## src/rtl/i2s_tx.sv

```systemverilog
// I2S / left-justified mono DAC serialiser: bclk = clk_50/(2*HALF_DIV), frame = 2*SLOTS bclk periods.
// Outputs are registered with one clk_50 of latency; the input accepts a sample every cycle and never stalls (last write wins).
module i2s_tx #(
  parameter int HALF_DIV = 8,
  parameter int SLOTS    = 32,
  parameter int I2S_MODE = 1
) (
  input  logic        clk_50,
  input  logic        ar,
  input  logic [15:0] sample_in,
  input  logic        sample_valid,
  input  logic        underrun_clr,
  output logic        bclk,
  output logic        daclrck,
  output logic        dacdat,
  output logic        sample_req,
  output logic        underrun
);

  localparam logic [7:0] PRESC_LAST = 8'(HALF_DIV - 1);
  localparam logic [6:0] SLOT_LAST  = 7'(2 * SLOTS - 1);
  localparam logic [6:0] SLOTS_W    = 7'(SLOTS);
  localparam logic [6:0] MODE_W     = 7'(I2S_MODE);

  logic [7:0]  r_presc;
  logic        r_bclk;
  logic [6:0]  r_slot;
  logic        r_lrck;
  logic        r_dat;
  logic        r_req;
  logic        r_unr;
  logic [15:0] r_pend;
  logic        r_fresh;
  logic [15:0] r_frame;

  logic        w_tc;
  logic        w_fall;
  logic        w_frame_start;
  logic        w_have_new;
  logic [6:0]  w_slot_nxt;
  logic [6:0]  w_pos;
  logic [6:0]  w_rel;
  logic [3:0]  w_bit_idx;
  logic [15:0] w_frame_nxt;
  logic        w_bit;

  always_comb begin
    w_tc          = (r_presc == PRESC_LAST);
    w_fall        = w_tc && r_bclk;
    w_frame_start = w_fall && (r_slot == SLOT_LAST);
    w_have_new    = sample_valid || r_fresh;
    w_slot_nxt    = (r_slot == SLOT_LAST) ? 7'd0 : r_slot + 7'd1;
    // A sample arriving in the frame-start cycle bypasses the pending register.
    w_frame_nxt   = r_frame;
    if (w_frame_start && w_have_new) begin
      w_frame_nxt = sample_valid ? sample_in : r_pend;
    end
    w_pos     = (w_slot_nxt >= SLOTS_W) ? w_slot_nxt - SLOTS_W : w_slot_nxt;
    w_rel     = w_pos - MODE_W;
    w_bit_idx = 4'd15 - w_rel[3:0];
    w_bit     = 1'b0;
    if ((w_pos >= MODE_W) && (w_rel <= 7'd15)) begin
      w_bit = w_frame_nxt[w_bit_idx];
    end
  end

  always_ff @(posedge clk_50 or posedge ar) begin
    if (ar) begin
      r_presc <= '0;
      r_bclk  <= 1'b0;
      r_slot  <= '0;
      r_lrck  <= 1'b0;
      r_dat   <= 1'b0;
      r_req   <= 1'b0;
      r_unr   <= 1'b0;
      r_pend  <= '0;
      r_fresh <= 1'b0;
      r_frame <= '0;
    end else begin
      r_req <= w_frame_start;
      if (w_tc) begin
        r_presc <= '0;
        r_bclk  <= ~r_bclk;
      end else begin
        r_presc <= r_presc + 8'd1;
      end
      // Data changes on the bclk fall so the codec samples it on the rise.
      if (w_fall) begin
        r_slot <= w_slot_nxt;
        r_lrck <= (w_slot_nxt >= SLOTS_W);
        r_dat  <= w_bit;
      end
      if (sample_valid) begin
        r_pend <= sample_in;
      end
      if (w_frame_start) begin
        r_frame <= w_frame_nxt;
        r_fresh <= 1'b0;
      end else if (sample_valid) begin
        r_fresh <= 1'b1;
      end
      if (w_frame_start && !w_have_new) begin
        r_unr <= 1'b1;
      end else if (underrun_clr) begin
        r_unr <= 1'b0;
      end
    end
  end

  assign bclk       = r_bclk;
  assign daclrck    = r_lrck;
  assign dacdat     = r_dat;
  assign sample_req = r_req;
  assign underrun   = r_unr;

endmodule

```

## config.mk

```make
export PLATFORM = sky130hd
export DESIGN_NAME = i2s_tx
export DESIGN_NICKNAME = d
export VERILOG_FILES = /design/src/rtl/i2s_tx.sv
export SDC_FILE = /design/constraint.sdc
export NUM_CORES = 1
export LEC_CHECK = 0
export CAP_MARGIN = 10
export CORE_MARGIN = 10
export CORE_UTILIZATION = 40
export DETAILED_ROUTE_END_ITERATION = 8
export SYNTH_ARGS = -nofsm -noshare
export SYNTH_HDL_FRONTEND = slang
export SYNTH_SLANG_ARGS = --single-unit
```

## constraint.sdc

```tcl
create_clock -name clk_50 -period 3.43 [get_ports clk_50]
set_clock_uncertainty 0.2 [all_clocks]
set_input_delay 0.343 -clock clk_50 [delete_from_list [all_inputs] [get_ports clk_50]]
set_output_delay 0.343 -clock clk_50 [all_outputs]
set_load 0.01 [all_outputs]
```

-- After elaboration in Yosys (flattened, before gate mapping)
Index checks and enable logic that the tools add are counted.
- output and inout port bits: 5
- register bits: 53
- bits of input ports: 20
- logic and storage cells: 43
- $add $sub $neg: 5
- reduce and logical (&&, ||, !) cells: 9
- $lt $le $gt $ge: 4
- multiplexer cells: 12
- bitwise gates (word level): 1
- eq/ne operators: 2
- operators with widths (kind ; number):
    2-to-1 mux 16 bit ; 2
    2-to-1 mux 7 bit ; 2
    adder 8 x 1 -> 8 bit (second input constant) ; 1
    equality test 8 x 3 -> 1 bit (second input constant) ; 1
    2-to-1 mux 8 bit ; 1
    adder 7 x 1 -> 7 bit (second input constant) ; 1
    equality test 7 x 6 -> 1 bit (second input constant) ; 1
    greater-or-equal comparator 7 x 1 -> 1 bit (second input constant) ; 1
    greater-or-equal comparator 7 x 6 -> 1 bit (second input constant) ; 1
    less-or-equal comparator 7 x 4 -> 1 bit (second input constant) ; 1
    subtractor 7 x 1 -> 7 bit (second input constant) ; 1
    subtractor 7 x 6 -> 7 bit (second input constant) ; 1
    2-to-1 mux 1 bit ; 6
    logical AND 1 bit ; 5
    less-than comparator 4 x 5 -> 1 bit (second input constant) ; 1
    binary-select mux 1 bit (select 4 bit) ; 1
    nonzero test 2 bit ; 2
    subtractor 4 bit (first input constant) ; 1
    logical NOT 1 bit ; 1
    logical OR 1 bit ; 1
    inverter 1 bit ; 1

-- Longest topological paths before layout
Gate-level depths: netlist of the first run.
- depth in word-level cells: 9
- mapped depth: 11
- mapped depth without buffers: 11

-- Least setup slack after synthesis of the first run
OpenSTA, ideal clock, no wires.
- path kind: register to register
- from: register r_presc[4]
- to: register r_dat (netlist: dacdat)
- slack: 384 ps
- arrival: 2704 ps
- period minus slack after synthesis: 3046 ps
- buffers on the path: 0
- stages on the path, launching flop included: 8
- required time: 3089 ps
- path through: dfrtp_1 > or4b_4 > nor4_4 > mux2_2 > mux4_2 > or2_0 > a21oi_1 > a211oi_2
- longest elaborated chain between the ends: 8
- RTL lines (what ; line ; RTL):
    from (decl) ; 25 ; logic [7:0] r_presc;
    from (signal assigned) ; 85 ; r_presc <= r_presc + 8'd1;
    equality test 8 x 3 -> 1 bit * ; 48 ; w_tc = (r_presc == PRESC_LAST);
    logical AND 1 bit * ; 49 ; w_fall = w_tc && r_bclk;
    logical AND 1 bit ; 50 ; w_frame_start = w_fall && (r_slot == SLOT_LAST);
    logical AND 1 bit ; 55 ; if (w_frame_start && w_have_new) begin
    2-to-1 mux 16 bit ; 55 ;
    binary-select mux 1 bit (select 4 bit) ; 63 ; w_bit = w_frame_nxt[w_bit_idx];
    2-to-1 mux 1 bit (implied by the code) ; 63 ;
    2-to-1 mux 1 bit ; 62 ; if ((w_pos >= MODE_W) && (w_rel <= 7'd15)) begin
    to (signal assigned) ; 91 ; r_dat <= w_bit;
    to (decl) ; 29 ; logic r_dat;
Every way passes the cells marked *; elsewhere a longest branch is shown, timed or not. The select of a mux whose other input is x is not followed.
A chain may end at the register's enable or synchronous reset.

-- Worst setup path after layout of the first run
Ends and elaborated chain as after synthesis.

==> flow_summary.json, run 1 <==
{
  "status": "complete, no violations",
  "ys_seq_area_share_pct": 50.7,
  "syn-cell-area_um2": 2610,
  "synth_top_cell_area_share_pct": 50.7,
  "grt_max_degree": 54,
  "required_ns": 3.41,
  "synth_flop_cell": "dfrtp_1",
  "std_cell_rows": 29,
  "fin_util_pct": 48.7,
  "ir_drop_v": 0.000186,
  "synthTopCellsByArea": "dfrtp_1 51%, mux2_2 13%, xnor2_1 4.0%",
  "vias": 1715,
  "synth_compound_area_share_pct": 9.38,
  "maxSlewHeadroom_pct": 28.0,
  "numCtsBuffers": 5,
  "power_w": 0.00123,
  "antenna_found_initial": 0,
  "postCtsHoldBufs": 0,
  "antenna_cells": 0,
  "path_common_cell": "mux2_2",
  "p_leak_nw": 1.36,
  "die_w_um": 101,
  "finalSetupTns_ns": 0,
  "grt_pass1_vias": 1769,
  "fin_crit_ns": 3.14,
  "synth-xor-area-share_pct": 4.69,
  "antenna_left": 0,
  "startpoint": "r_presc[4]",
  "drt_iter0_markers": 40,
  "dp_hpwl_mm": 3.57,
  "fin_crit_sh_pct": 91.5,
  "worstSkewPairLatency_ns": 0.31,
  "final-max-slew-violation-count": 0,
  "fill_cells": 556,
  "synth_top_family_by_area": "multiplexers",
  "max_stage_delay_ns": 0.57,
  "postCtsSetupBuffers": 0,
  "layout-area-overhead-vs-synth_pct": 18.3,
  "grt_overflow_total": 0,
  "drc": 0,
  "worstPathArrival_ns": 3.12,
  "dieArea_um2": 10200,
  "wl_per_cell_um": 15.5,
  "viasPerCell": 5.33,
  "startpoint_type": "flip-flop",
  "mappedNetlistNets": 242,
  "fmax_mhz": 319,
  "grt_setup_unrepaired": "false",
  "cts.clk_slew.worst_paths_ns": 0.10,
  "cts_tree": "yes",
  "end_kind": "flip-flop",
  "final_cell_mix": "53 x dfrtp_1, 31 x mux2_2, 24 x clkdlybuf4s50_1",
  "crit_type": "flip-flop to flip-flop",
  "grt_pass1_wl_mm": 8.45,
  "grt_util_all_layers_pct": 10.3,
  "worstPathMaxFanout": 6,
  "initial_core_util_pct": 41.2,
  "yosys_warnings": 0,
  "timing_hold_violations_final": 0,
  "cts-root-buf": "clkbuf_8",
  "cts_resized": 0,
  "io_pins": 25,
  "max_slew.worst_pin.slew_ns": 1.08,
  "cap_violations": 0,
  "htreeDepth": 2,
  "async_reset_ff_share_pct": 100,
  "p_per_area_nw_per_um2": 397,
  "fin_hold_ws_ns": 0.254,
  "place.gp.congestion": 0.808,
  "cts.path.max_buffers": 2,
  "synthMuxAreaShare_pct": 18.0,
  "postSynthAreaPerCell_um2": 12.0,
  "clock_sinks": 53,
  "hp-start": "r_presc[0]",
  "synth_area_leader_cell": "dfrtp_1",
  "yosys.area_share.simple_pct": 12.4,
  "core_um2": 6350,
  "final_nets": 269,
  "worstPathCellList": "or4b_4 -> nor4_4 -> mux2_2 -> mux2_2 -> o211a_1 -> a2111oi_1 -> a211oi_2",
  "cpMaxStageDelayCell": "or4b_4",
  "layout_commonest_cell": "dfrtp_1",
  "port_buffers": 24,
  "synth.distinct_cells": 56,
  "die_h_um": 101,
  "synthAdderAreaFrac_pct": 2.39,
  "synth_edf_count": 0,
  "hp-class": "flip-flop to flip-flop",
  "drtPass1Iterations": 4,
  "syn_inst": 217,
  "drt_wl_total_mm": 5.00,
  "worstReg2RegStart": "r_presc[4]",
  "synth_seq_cells": 53,
  "layout-drive-gt1-share_pct": 23.3,
  "setup_viol": 0
}
==> cells by family (layout without fill, tap and decap cells) <==
logic type               Yosys count  in the layout
adder cells (fa/ha/maj)            5              5
XOR/XNOR                          14             14
AO/OA/AOI/OAI                     33             33
buffers and inverters             16             44
multiplexers                      38             38
flip-flops                        53             53
AND/OR/NAND/NOR                   58             58
==> layer usage <==
metal  GRT usage (%)  vias to the layer above  routed length, um
met5               0                        -                  0
met4            4.13                        0                 95
met3            3.64                       11                278
met2            16.0                       30               2230
met1            12.8                      839               2390
li1                -                      835                  -
==> worst max-delay path: cells and delay by family (launching register included) <==
family             cells  cell delay (ns)
muxes                  2             0.66
and+or+nand+nor        2             1.05
AOI/OAI and AO/OA      3             0.66
DFF                    1             0.44
==> path summary, 6_finish.rpt <==
check,cells after the start,slack (ns),end
min in group asynchronous,2,0.41,bclk
setup / recovery,7,0.29,dacdat
hold / removal,1,0.25,r_presc[0]
setup reg to reg,7,0.29,dacdat
hold reg to reg,1,0.25,r_presc[0]
max in group asynchronous,2,1.96,r_pend[10]
==> cell usage after synthesis (2+ instances only) <==
cell,n
dfrtp_1,53
mux2_2,31
nand2_1,14
xnor2_1,12
nor2_1,11
nand3_1,8
o21ai_0,7
clkbuf_1,6
inv_1,6
and3_1,5
ha_1,5
o21a_1,3
a21oi_1,2
a31oi_1,2
buf_1,2
buf_2,2
mux2_4,2
mux2i_1,2
mux4_2,2
nor3_1,2
nor4_1,2
o211ai_1,2
or3_1,2
xor2_1,2
==> registers in the layout, indices dropped and copies added, names as in the netlist <==
register	cells
r_slot	7
dacdat	1
r_pend	16
r_presc	8
underrun	1
sample_req	1
r_frame	16
daclrck	1
bclk	1
r_fresh	1
==> report_power, final <==
part           total (W)  leakage, nW  internal (W)  switching [W]
sequential      0.000647        0.685      0.000643     0.00000439
clock           0.000513       0.0687      0.000294       0.000219
combinational  0.0000667        0.609     0.0000373      0.0000294
==> metrics by stage <==
| stage | cells | setup slack (ns) | area (um2) |
|---|---|---|---|
| 2_1_floorplan | 217 | 0.384 | 2610 |
| 3_3_place_gp | 314 | 0.360 | 2960 |
| 3_5_place_dp | 314 | 0.316 | 2960 |
| 4_1_cts | 322 | 0.288 | 3090 |
| 5_1_grt | 322 | 0.156 | 3090 |
| 6_report | 322 | 0.292 | 3090 |
==> layout make-up <==
class	instances	area, um2	area share, %
timing repair buffer	30	285	9.22
multi-input combinational	148	1220	39.6
clock inverter	3	68.8	2.22
sequential	53	1330	42.9
clock buffer	5	68.8	2.22
inverter	6	22.5	0.728
tap	77	96.3	3.11
(Power assumes the default switching activity.)
==> inputs of run 2 (changes only) <==
--- a/config.mk
+++ b/config.mk
@@ -9,6 +9,7 @@
 export CORE_MARGIN = 10
 export CORE_UTILIZATION = 40
 export DETAILED_ROUTE_END_ITERATION = 8
+export SLEW_MARGIN = 20
 export SYNTH_ARGS = -nofsm -noshare
 export SYNTH_HDL_FRONTEND = slang
 export SYNTH_SLANG_ARGS = --single-unit
==> constraint.sdc (replaced) <==
create_clock -name clk_50 -period 2.59 [get_ports clk_50]
set_clock_uncertainty 0.2 [all_clocks]
set_input_delay 0.259 -clock clk_50 [delete_from_list [all_inputs] [get_ports clk_50]]
set_output_delay 0.259 -clock clk_50 [all_outputs]
set_load 0.01 [all_outputs]
==> run 2 against run 1 <==
The flow now finishes with violations (negative setup slack). Combinational power grew 49%. Critical path depth grew 1. Final cell count grew 11%. Sequential cell count is the same. Highest routed layer unchanged. Fmax grew 15%. Global-route usage grew 0.90 points. Via count grew 8.6%.
==> flow_summary.json, run 2 (synthesis results as in run 1) <==
{
  "initial_core_util_pct": 41.2,
  "die_h_um": 101,
  "cts-root-buf": "clkbuf_8",
  "worstReg2RegStart": "r_presc[6]",
  "top_regs": "r_frame: 16 flops, r_pend: 16 flops, r_presc: 8 flops",
  "viasPerCell": 5.23,
  "post-place-ws_ns": -0.230,
  "fmax_mhz": 367,
  "dp_hpwl_mm": 4.04,
  "wl_per_cell_um": 14.8,
  "grt_pass1_vias": 1877,
  "dieArea_um2": 10200,
  "drtPass1Iterations": 4,
  "dpl_cell_area_um2": 3230,
  "p_leak_nw": 1.53,
  "combPwrFrac_pct": 6.8,
  "grt_util_all_layers_pct": 11.2,
  "grt_pass1_wl_mm": 9.20,
  "required_ns": 2.59,
  "std_cell_rows": 29,
  "finalWorstSetupSlack_ns": -0.136,
  "place.gp.congestion": 0.807,
  "grt_setup_unrepaired": "true",
  "crit_end": "dacdat",
  "drt_wl_total_mm": 5.28,
  "pwr-share-seq_pct": 58.8,
  "antenna_cells": 0,
  "multiInputGateArea_um2": 1260,
  "maxSlewHeadroom_pct": 63.1,
  "hp-class": "input pin to async pin",
  "r2r_end": "dacdat",
  "drc": 0,
  "worstPathArrival_ns": 2.72,
  "antenna_found_initial": 0,
  "timing_hold_violations_final": 0,
  "cts_tree": "yes",
  "regArea_um2": 1330,
  "status": "complete, but fails checks",
  "die_w_um": 101,
  "grt_overflow_total": 0,
  "fill_cells": 553,
  "postCtsHoldBufs": 0,
  "grt_max_degree": 31,
  "fin_crit_sh_pct": 105,
  "ir_drop_v": 0.000294,
  "port_buffers": 24,
  "clock_sinks": 53,
  "p_clk_share_pct": 34.4,
  "fin_crit_ns": 2.73,
  "p_sw_w": 0.000327,
  "r2r_cells": 8,
  "final-max-slew-violation-count": 0,
  "fin_area_um2": 3360,
  "crit_type": "flip-flop to flip-flop",
  "layout-area-overhead-vs-synth_pct": 28.5,
  "startpoint": "r_presc[6]",
  "worstPathMaxFanout": 6,
  "cts.path.max_buffers": 2,
  "p_per_area_nw_per_um2": 434,
  "worstSkewPairLatency_ns": 0.31,
  "reg2reg_slack_ns": -0.14,
  "io_pins": 25,
  "final_cell_mix": "53 x dfrtp_1, 38 x buf_4, 29 x mux2_2",
  "drt_iter0_markers": 77,
  "numCtsBuffers": 5,
  "final_nets": 303,
  "vias": 1862,
  "core_um2": 6350,
  "htreeDepth": 2,
  "max_slew.worst_pin.slew_ns": 0.553,
  "setup_viol": 1,
  "antenna_left": 0,
  "cts.clk_slew.worst_paths_ns": 0.10,
  "switching_share_pct": 22.4,
  "layout_commonest_cell": "dfrtp_1",
  "failed_checks": "negative setup slack",
  "startpoint_type": "flip-flop",
  "layout-drive-gt1-share_pct": 33.7,
  "end_kind": "flip-flop",
  "cap_violations": 0,
  "internal_power_w": 0.00113
}
## run 2: power groups by stage
stage          Clock [W]  Combinational (W)  Sequential (W)
2_1_floorplan          0          0.0000488        0.000872
6_report        0.000502          0.0000991        0.000857
4_1_cts         0.000520           0.000103        0.000858
3_5_place_dp           0           0.000102        0.000874
5_1_grt         0.000554           0.000110        0.000860
3_3_place_gp           0           0.000101        0.000873
## run 2: cell type report
class / count / area share, %
multi-input cells: 148 / 37.4
repair buffers: 64 / 16.6
flip-flops and latches: 53 / 39.5
clock inverters: 2 / 0.521
clock buffers: 6 / 2.46
well taps: 77 / 2.87
inverters: 6 / 0.670
## run 2: per-layer routing
layer	global-route usage [%]	vias up	wire [um]
li1	-	909	-
met2	17.3	28	2510
met1	15.1	919	2510
met3	2.47	6	183
met4	3.91	0	75
met5	0	-	0
## run 2: what timing repair did
item                       4_1_cts  5_1_grt
setup endpoints to repair        1        1
pin swaps                        3        0
resized for setup                1        3
buffers inserted                 1        0
## run 2: how the worst min path moves through the flow
stage / end / slack (ns)
finish: dacdat / 0.11
global route: r_frame[12] / 0.16
global placement: r_frame[14] / 0.28
CTS: dacdat / 0.13
detailed placement: r_frame[6] / 0.28
floorplan: r_pend[11] / 0.22
## run 2: through the flow
step | hold slack (ns) | cells | util, % | total power [W] | setup TNS (ns)
3_3_place_gp | 0.278 | 347 | 50.8 | 0.000973 | -0.211
2_1_floorplan | 0.223 | 217 | - | 0.000920 | -0.362
4_1_cts | 0.131 | 356 | 52.8 | 0.00148 | -0.177
6_report | 0.112 | 356 | 52.9 | 0.00146 | -0.136
5_1_grt | 0.159 | 356 | 52.9 | 0.00152 | -0.229
3_5_place_dp | 0.282 | 347 | 50.8 | 0.000976 | -0.230
## run 2: critical path, cell delays in order (launching register included)
cell and delay (ns):
dfrtp_1 0.38, or4b_4 0.56, nor4_4 0.16, buf_6 0.16
mux2_4 0.30, mux4_2 0.45, or2_1 0.23, a21oi_2 0.14
a211oi_2 0.04
==> inputs of run 3 (changes only) <==
--- a/config.mk
+++ b/config.mk
@@ -7,8 +7,9 @@
 export LEC_CHECK = 0
 export CAP_MARGIN = 10
 export CORE_MARGIN = 10
-export CORE_UTILIZATION = 40
+export CORE_UTILIZATION = 51
 export DETAILED_ROUTE_END_ITERATION = 8
+export PLACE_DENSITY = 0.75
 export SLEW_MARGIN = 20
 export SYNTH_ARGS = -nofsm -noshare
 export SYNTH_HDL_FRONTEND = slang
==> run 3 against run 2 <==
The run still ends with negative setup slack left. Via count increased by 1.3%. Count of clock-buffer cells in the layout decreased by 1. Worst hold slack improved by 0.052 ns. Utilization increased by 17 points. Register-to-register slack got worse by 0.06 ns. Total power increased by 4.7%. Sequential power about the same. Fmax decreased by 2.2%. Global-route usage increased by 2.3 points. Design area increased by 0.19%.
==> flow_summary.json, run 3 (synthesis results as in run 1) <==
{
  "status": "complete, but fails checks",
  "failed_checks": "negative setup slack",
  "core_um2": 4850,
  "drt_iter0_markers": 89,
  "end_kind": "flip-flop",
  "critPathTopFamily": "simple AND/OR/NAND/NOR gates",
  "ir_drop_v": 0.000340,
  "switching_share_pct": 21.6,
  "fin_crit_sh_pct": 108,
  "layout-area-overhead-vs-synth_pct": 28.8,
  "final_cells": 349,
  "cpMaxStageDelayCell": "or4b_4",
  "drt_wl_total_mm": 5.56,
  "grt_setup_unrepaired": "true",
  "grt_util_all_layers_pct": 13.5,
  "startpoint_type": "flip-flop",
  "fin_area_um2": 3370,
  "grt_overflow_total": 0,
  "antenna_cells": 0,
  "cts-root-buf": "clkbuf_8",
  "final_nets": 306,
  "max_slew.worst_pin.slew_ns": 0.689,
  "required_ns": 2.58,
  "worstPathMaxFanout": 5,
  "multiInputGateArea_um2": 1260,
  "die_h_um": 91.6,
  "initial_core_util_pct": 53.9,
  "crit_type": "flip-flop to flip-flop",
  "final-max-slew-violation-count": 0,
  "worstSkewPairLatency_ns": 0.31,
  "cts_tree": "yes",
  "p_leak_nw": 1.55,
  "top_regs": "r_frame: 16 flops, r_pend: 16 flops, r_presc: 8 flops",
  "drc": 0,
  "layout-drive-gt1-share_pct": 34.4,
  "htreeDepth": 2,
  "regArea_um2": 1330,
  "fin_crit_ns": 2.79,
  "std_cell_rows": 25,
  "timing_hold_violations_final": 0,
  "final_cell_mix": "53 x dfrtp_1, 43 x buf_4, 29 x mux2_2",
  "worstPathArrival_ns": 2.78,
  "maxSlewHeadroom_pct": 54.0,
  "pwr-share-seq_pct": 56.1,
  "startpoint": "r_presc[4]",
  "internal_power_w": 0.00120,
  "cts.path.max_buffers": 2,
  "fill_cells": 357,
  "worstReg2RegStart": "r_presc[4]",
  "fin_hold_ws_ns": 0.165,
  "layout_commonest_cell": "dfrtp_1",
  "vias": 1886,
  "combPwrFrac_pct": 6.4,
  "hp-class": "input pin to async pin",
  "drtPass1Iterations": 4,
  "setup_viol": 1,
  "grt_max_degree": 36,
  "die_w_um": 91.6,
  "p_clk_share_pct": 37.5,
  "p_per_area_nw_per_um2": 454,
  "dp_hpwl_mm": 4.06,
  "viasPerCell": 5.40,
  "place.gp.congestion": 0.838,
  "numCtsBuffers": 5,
  "antenna_left": 0,
  "fmax_mhz": 359,
  "cap_violations": 0,
  "grt_pass1_wl_mm": 9.43,
  "max_stage_delay_ns": 0.56,
  "cts.clk_slew.worst_paths_ns": 0.10,
  "path_buf_inv": 1,
  "port_buffers": 24,
  "wl_per_cell_um": 15.9,
  "worstPathCellList": "or4b_4 -> nor4_4 -> buf_4 -> mux2_4 -> mux4_2 -> or2_1 -> a21oi_2 -> a211oi_2",
  "placed_cells": 340,
  "p_sw_w": 0.000330,
  "io_pins": 25,
  "antenna_found_initial": 0,
  "dieArea_um2": 8390,
  "clock_sinks": 53,
  "grt_pass1_vias": 1925,
  "postCtsHoldBufs": 0,
  "dpl_cell_area_um2": 3230,
  "finalWorstSetupSlack_ns": -0.196
}
==> run 3: power groups by stage <==
stage          clock network (W)  registers, W  logic (W)
6_report                0.000573      0.000857  0.0000970
5_1_grt                 0.000613      0.000860   0.000108
4_1_cts                 0.000583      0.000857  0.0000996
3_5_place_dp                   0      0.000874  0.0000991
3_3_place_gp                   0      0.000872  0.0000972
2_1_floorplan                  0      0.000872  0.0000488
==> run 3: area by class of cell <==
cell class / count / area share [%]
repair buffers: 67 / 16.7
multi-input cells: 148 / 37.4
flip-flops and latches: 53 / 39.4
clock buffers: 5 / 2.04
well taps: 67 / 2.49
inverters: 6 / 0.669
clock inverters: 3 / 1.30
==> run 3: final timing paths <==
kind                              endpoint  slack (ns)  cells after the start
max in group asynchronous        r_pend[0]        1.40                      3
worst max-delay path                dacdat       -0.20                      8
worst min register to register   r_pend[5]        0.30                      1
min in group clk_50              r_pend[5]        0.30                      1
worst min-delay path            r_presc[2]        0.16                      2
worst max register to register      dacdat       -0.20                      8
==> run 3: routing by layer <==
metal  share of wire, %  GRT usage [%]  routed length (um)  up-vias
li1                   -              -                   -      909
met1                 46           17.1                2550      937
met2                 49           22.6                2720       31
met3                3.9           2.96                 217        9
met4                1.4           3.92                  76        0
met5                  0              0                   0        -
==> run 3: through the flow <==
stage	power, W	setup TNS, ns	setup WS, ns	utilization (%)
floorplan	0.000920	-0.362	-0.362	-
global placement	0.000970	-0.185	-0.185	66.5
detailed placement	0.000973	-0.227	-0.227	66.5
CTS	0.00154	-0.219	-0.219	69.3
global route	0.00158	-0.301	-0.301	69.4
finish	0.00153	-0.196	-0.196	69.4
==> run 3: timing repair <==
action,CTS,global route
endpoints found under the hold margin,0,0
setup buffers,0,1
pin swaps,4,3
gates resized for setup,3,0
setup endpoints to repair,1,1
